`config.mk`:
```
export PLATFORM = sky130hd
export DESIGN_NAME = adder_arbiter_32_bit_flat
export DESIGN_NICKNAME = d
export VERILOG_FILES = /design/src/rtl/adder_arbiter_32_bit_if.sv /design/src/rtl/adder_arbiter_32_bit.sv /design/src/flat_wrapper.sv
export SDC_FILE = /design/constraint.sdc
export NUM_CORES = 1
export LEC_CHECK = 0
export ABC_AREA = 1
export CAP_MARGIN = 0
export CELL_PAD_IN_SITES_DETAIL_PLACEMENT = 1
export CELL_PAD_IN_SITES_GLOBAL_PLACEMENT = 1
export CORE_MARGIN = 4
export CORE_UTILIZATION = 34
export DETAILED_ROUTE_END_ITERATION = 7
export PLACE_DENSITY_LB_ADDON = 0.25
export REMOVE_ABC_BUFFERS = 1
export SYNTH_ARGS = -nofsm -noshare
export SYNTH_HDL_FRONTEND = slang
export SYNTH_SLANG_ARGS = --single-unit
```
`constraint.sdc`:
```
create_clock -name clk -period 16.05 [get_ports clk]
set_clock_uncertainty 0.05 [all_clocks]
set_input_delay 2.4075 -clock clk [delete_from_list [all_inputs] [get_ports clk]]
set_output_delay 2.4075 -clock clk [all_outputs]
set_load 0.01 [all_outputs]
```
`src/rtl/adder_arbiter_32_bit_if.sv`:
```
// Request/response bundle between two requesters and the shared adder arbiter.
// Operands and carry-in belong to the requesters; ack, result, owner and busy belong to the arbiter.
interface adder_arbiter_32_bit_if;
  logic        req0, req1;
  logic [31:0] a0, b0, a1, b1;
  logic        cin0, cin1;
  logic        ack0, ack1;
  logic [31:0] sum;
  logic        cout;
  logic        owner;
  logic        busy;

  modport master (
    output req0, req1, a0, b0, a1, b1, cin0, cin1,
    input  ack0, ack1, sum, cout, owner, busy
  );

  modport slave (
    input  req0, req1, a0, b0, a1, b1, cin0, cin1,
    output ack0, ack1, sum, cout, owner, busy
  );
endinterface

```
`src/rtl/adder_arbiter_32_bit.sv`:
```
// Two-requester round-robin arbiter around one shared 32-bit ripple-carry adder.
// Each operation takes three cycles: grant/latch, add/register, ack.

module adder_arbiter_32_bit_fa (
  input  logic a,
  input  logic b,
  input  logic ci,
  output logic s,
  output logic co
);
  assign s  = a ^ b ^ ci;
  assign co = (a & b) | (ci & (a ^ b));
endmodule

module adder_arbiter_32_bit #(
  parameter bit PRIO_INIT = 1'b0
) (
  input logic                   clk,
  input logic                   rst_n,
  adder_arbiter_32_bit_if.slave bus
);
  localparam int W = 32;

  typedef enum logic [1:0] {IDLE, ADD, DONE} state_t;

  state_t         state;
  logic [W-1:0]   opa, opb;
  logic           opc;
  logic           last;
  logic [W-1:0]   fsum;
  logic           fcout;
  logic           gnt;

  // Each bit keeps its own carry net so the chain is a plain ripple of cells.
  for (genvar i = 0; i < W; i++) begin : g_bit
    logic ci, co;
    if (i == 0) begin : g_c0
      assign ci = opc;
    end else begin : g_cn
      assign ci = g_bit[i-1].co;
    end
    adder_arbiter_32_bit_fa u_fa (
      .a (opa[i]),
      .b (opb[i]),
      .ci(ci),
      .s (fsum[i]),
      .co(co)
    );
  end
  assign fcout = g_bit[W-1].co;

  // Contended grant goes to whoever was not served last.
  assign gnt = (bus.req0 & bus.req1) ? ~last : bus.req1;

  always_ff @(posedge clk) begin
    if (!rst_n) begin
      state     <= IDLE;
      opa       <= '0;
      opb       <= '0;
      opc       <= 1'b0;
      last      <= ~PRIO_INIT;
      bus.ack0  <= 1'b0;
      bus.ack1  <= 1'b0;
      bus.busy  <= 1'b0;
      bus.sum   <= '0;
      bus.cout  <= 1'b0;
      bus.owner <= PRIO_INIT;
    end else begin
      bus.ack0 <= 1'b0;
      bus.ack1 <= 1'b0;
      case (state)
        IDLE: begin
          if (bus.req0 | bus.req1) begin
            bus.owner <= gnt;
            opa       <= gnt ? bus.a1   : bus.a0;
            opb       <= gnt ? bus.b1   : bus.b0;
            opc       <= gnt ? bus.cin1 : bus.cin0;
            bus.busy  <= 1'b1;
            state     <= ADD;
          end
        end
        ADD: begin
          bus.sum  <= fsum;
          bus.cout <= fcout;
          state    <= DONE;
        end
        DONE: begin
          bus.ack0 <= ~bus.owner;
          bus.ack1 <= bus.owner;
          last     <= bus.owner;
          bus.busy <= 1'b0;
          state    <= IDLE;
        end
        default: state <= IDLE;
      endcase
    end
  end
endmodule

```
`src/flat_wrapper.sv`:
```
// flat-port wrapper written by rule: the top's interface ports become plain ports
module adder_arbiter_32_bit_flat 
#(
  parameter bit PRIO_INIT = 1'b0
)
  (clk, rst_n, bus_req0, bus_req1, bus_a0, bus_b0, bus_a1, bus_b1, bus_cin0, bus_cin1, bus_ack0, bus_ack1, bus_sum, bus_cout, bus_owner, bus_busy);
  adder_arbiter_32_bit_if bus_i ();
  input logic clk;
  input logic rst_n;
  input wire logic [$bits(bus_i.req0)-1:0] bus_req0;
  input wire logic [$bits(bus_i.req1)-1:0] bus_req1;
  input wire logic [$bits(bus_i.a0)-1:0] bus_a0;
  input wire logic [$bits(bus_i.b0)-1:0] bus_b0;
  input wire logic [$bits(bus_i.a1)-1:0] bus_a1;
  input wire logic [$bits(bus_i.b1)-1:0] bus_b1;
  input wire logic [$bits(bus_i.cin0)-1:0] bus_cin0;
  input wire logic [$bits(bus_i.cin1)-1:0] bus_cin1;
  output wire logic [$bits(bus_i.ack0)-1:0] bus_ack0;
  output wire logic [$bits(bus_i.ack1)-1:0] bus_ack1;
  output wire logic [$bits(bus_i.sum)-1:0] bus_sum;
  output wire logic [$bits(bus_i.cout)-1:0] bus_cout;
  output wire logic [$bits(bus_i.owner)-1:0] bus_owner;
  output wire logic [$bits(bus_i.busy)-1:0] bus_busy;
  assign bus_i.req0 = bus_req0;
  assign bus_i.req1 = bus_req1;
  assign bus_i.a0 = bus_a0;
  assign bus_i.b0 = bus_b0;
  assign bus_i.a1 = bus_a1;
  assign bus_i.b1 = bus_b1;
  assign bus_i.cin0 = bus_cin0;
  assign bus_i.cin1 = bus_cin1;
  assign bus_ack0 = bus_i.ack0;
  assign bus_ack1 = bus_i.ack1;
  assign bus_sum = bus_i.sum;
  assign bus_cout = bus_i.cout;
  assign bus_owner = bus_i.owner;
  assign bus_busy = bus_i.busy;
  adder_arbiter_32_bit #(.PRIO_INIT(PRIO_INIT)) u_core (.clk(clk), .rst_n(rst_n), .bus(bus_i));
endmodule
```
==> results of run 1 <==
==> worst reg2reg max path, delay by kind of cell, from the launching register on <==
family / cells / cell delay (ns)
buffers and inverters: 3 / 0.26
adder cells (fa/ha/maj): 32 / 14.63
AO/OA/AOI/OAI: 1 / 0.12
flip-flops: 1 / 0.33
==> per-layer routing <==
metal | GRT usage (%) | vias to the layer above | share of wire, %
met5 | 0 | - | 0
met1 | 20.86 | 2559 | 43
met2 | 31.02 | 99 | 51
li1 | - | 2830 | -
met3 | 4.734 | 14 | 5.2
met4 | 3.605 | 0 | 1.0
==> power groups by stage <==
stage / Combinational (uW) / Clock [uW] / Sequential [uW]
2_1_floorplan: 105 / 0 / 316
3_3_place_gp: 197 / 0 / 313
3_5_place_dp: 202 / 0 / 315
4_1_cts: 204 / 263 / 309
5_1_grt: 231 / 274 / 313
6_report: 198 / 255 / 309
==> registers in the layout, summed over array words and instances, names as in the netlist <==
register          count
u_core.bus.busy       1
u_core.bus.cout       1
u_core.bus.owner      1
u_core.last           1
u_core.opa           32
u_core.g_bit.ci       1
u_core.bus.ack1       1
u_core.state          2
u_core.opb           32
u_core.bus.sum       32
u_core.bus.ack0       1
==> cells by family after synthesis <==
family	Yosys count	share of synthesized area, %
AO/OA/AOI/OAI	106	11.92
adder cells (fa/ha/maj)	32	10.92
buffers and inverters	133	9.938
flip-flops	105	35.83
AND/OR/NAND/NOR	466	31.39
==> area by class of cell <==
type,instances,area (um^2)
fillers,2138,8830
multi-input cells,604,3202
flip-flops and latches,105,2102
repair buffers,175,1734
well taps,220,275.3
inverters,73,274.0
clock buffers,10,239.0
clock inverters,5,103.9
==> path summary, 6_finish.rpt <==
| path | start | end | slack (ns) | depth (start not counted) |
|---|---|---|---|---|
| worst min-delay path | u_core.bus.owner | u_core.bus.ack0 | 0.42 | 1 |
| worst min register to register | u_core.bus.owner | u_core.bus.ack0 | 0.42 | 1 |
| worst max-delay path | u_core.opa[0] | u_core.bus.sum[31] | 0.59 | 36 |
| worst max register to register | u_core.opa[0] | u_core.bus.sum[31] | 0.59 | 36 |
==> through the flow <==
step | utilization, % | total power, uW | cells | hold WS, ns | area, um^2
floorplan | - | 420.9 | 782 | 0.4371 | 5558
global placement | 45.27 | 510.7 | 1177 | 0.4025 | 7587
detailed placement | 45.27 | 517.1 | 1177 | 0.4088 | 7587
CTS | 47.32 | 775.5 | 1192 | 0.4198 | 7930
global route | 47.32 | 817.5 | 1192 | 0.4495 | 7930
finish | 47.32 | 761.8 | 1192 | 0.4153 | 7930
==> layout by cell type, fill, tap and decap left out, types with 2 or more instances in the layout <==
cell type	count
bufinv_16	3
clkbuf_16	9
dfxtp_1	105
nor2_1	199
clkdlybuf4s50_1	168
a21boi_1	35
nor2_4	2
fa_1	32
inv_2	2
buf_4	7
a21boi_0	31
nand3_1	66
o21ai_0	34
nand2_1	198
a21oi_1	5
inv_1	71
==> metrics.md, run 1 <==
| Metric | Value |
|---|---|
| Status | completed |
| Share of the synthesized area in the top cell type | a little over a third |
| Power per cell area | 96.07 nW/um^2 |
| Vias in the first global route | 5621 |
| Post-CTS Setup Bufs | 0 |
| Clock Latency Late Sink | between 0.3 and 0.4 ns |
| CP max stage delay | 0.50 ns |
| Residual DRC | 0 |
| Site row count | 47 |
| Fin Setup TNS | 0 ns |
| Static leakage | approximately 0.0036 uW |
| N_diodes | 0 |
| Reg clk slew, reported paths | approximately 0.070 ns |
| Pre-CTS setup slack | just under 0.5 ns |
| Total GRT Usage | roughly 17% |
| Post-Route WL | approximately 16000 um |
| Slew Limit Headroom | 14.62% |
| Vias post-DR | roughly 5500 |
| CP Launch Type | flop |
| HP Class | reg -> reg |
| Syn avg cell area | roughly 7 um^2 |
| First-pass GRT wire length | ~28000 um |
| Max-capacitance violation count | 0 |
| Primary FF master, synth | dfxtp_1 |
| Htree depth | 3 |
| GP Congestion | between 0.7 and 0.8 |
| WL/cell | roughly 14 um |
| CTS tree | built |
| Post-synth EDFFs | 0 |
| CP Class | reg -> reg |
| Layout cells sized above 1 | about 2.9% |
| RSZ-0062 raised after global routing | false |
| Peak fanout along the critical path | 2 |
| Crit path buf inv count | 3 |
| CTS buffer count | 9 |
| Comb pwr share | 26.0% |
| Power share of the clock group | between 30% and 40% |
| Pint | about 540 uW |
| Initial Utilization | between 30% and 40% |
| Detailed-placement wirelength estimate | between 10000 and 15000 um |
| Count of cell types in the netlist | 19 |
| Layout net count | 1134 |
| Area Growth Syn to Fin | 35.17% |
| Crit end category | flop |
| Worst Tran Pin Value | 1.281 ns |
| Setup violators final | 0 |
| Die area | 19420 um^2 |
| Initial antenna violation count | 0 |
| P_sw | between 200 and 250 uW |
| Top cell by count, worst path | fa_1 |
| Routed Antenna Nets | 0 |
| CTS max path bufs | 2 |
| Area contributors post-synth | dfxtp_1, nand2_1, nor2_1, fa_1, nand3_1 |
| Core Area | approximately 17000 um^2 |
| Clk root buf | clkbuf_16 |
| Critical Path RT | 16.28 ns |
| Post-synthesis sequential area ratio | roughly 36% |
| Sw frac | about 30% |
| Mapped Cells | around 840 |
| Cts repair resizes | 0 |
| Mapped cell area | between 5000 and 6000 um^2 |
| VDD IR-drop max | 0.00005944 V |
| Grt ovf | 0 |
| Die width | 139.4 um |
| FF+latch count, synth | around 110 |
| Ports | approximately 170 |
| IO Port Bufs | 170 |
| Period minus WS final | roughly 15 ns |
| Final Hold Fails | 0 |
| Cts hold-fix bufs | 0 |
| Iter 0 DRT Violations | 191 |
| Final period utilization | a little over nine tenths |
| Synth warn | 0 |
| Pre-antenna DRT Iters | 4 |
| Top cells by count, synth | nand2_1, nor2_1, dfxtp_1, inv_1, nand3_1 |
| Pin count of the biggest net entering global routing | 131 |
| Max Clk Rate | roughly 0.065 GHz |
| Part of the power in registers | between 40% and 50% |
| Vias/cell | about 4.6 |
| Async SR Flop Fraction | 0% |
| Final WS setup | about 0.59 ns |
| Sink Count | approximately 110 |
| Critical Path Slowest Stage Cell | fa_1 |
| CP delay by family, top | adder cells |
| Slew Viols, Final | 0 |
| Die Y | between 100 and 150 um |
| Worst Path Arrival | ~16 ns |
| Yosys top cell by area | dfxtp_1 |
(Power assumes the default switching activity.)
==> run 2, diff against run 1 <==
- CTS_CLUSTER_DIAMETER: not set -> 100
==> results of run 2 <==
No change in the layout: final DEF, timing and power equal those of run 1.
==> run 3, diff against run 2 <==
- HOLD_SLACK_MARGIN: not set -> 0.03
==> results of run 3 <==
No change in the layout: final DEF, timing and power equal those of run 1.
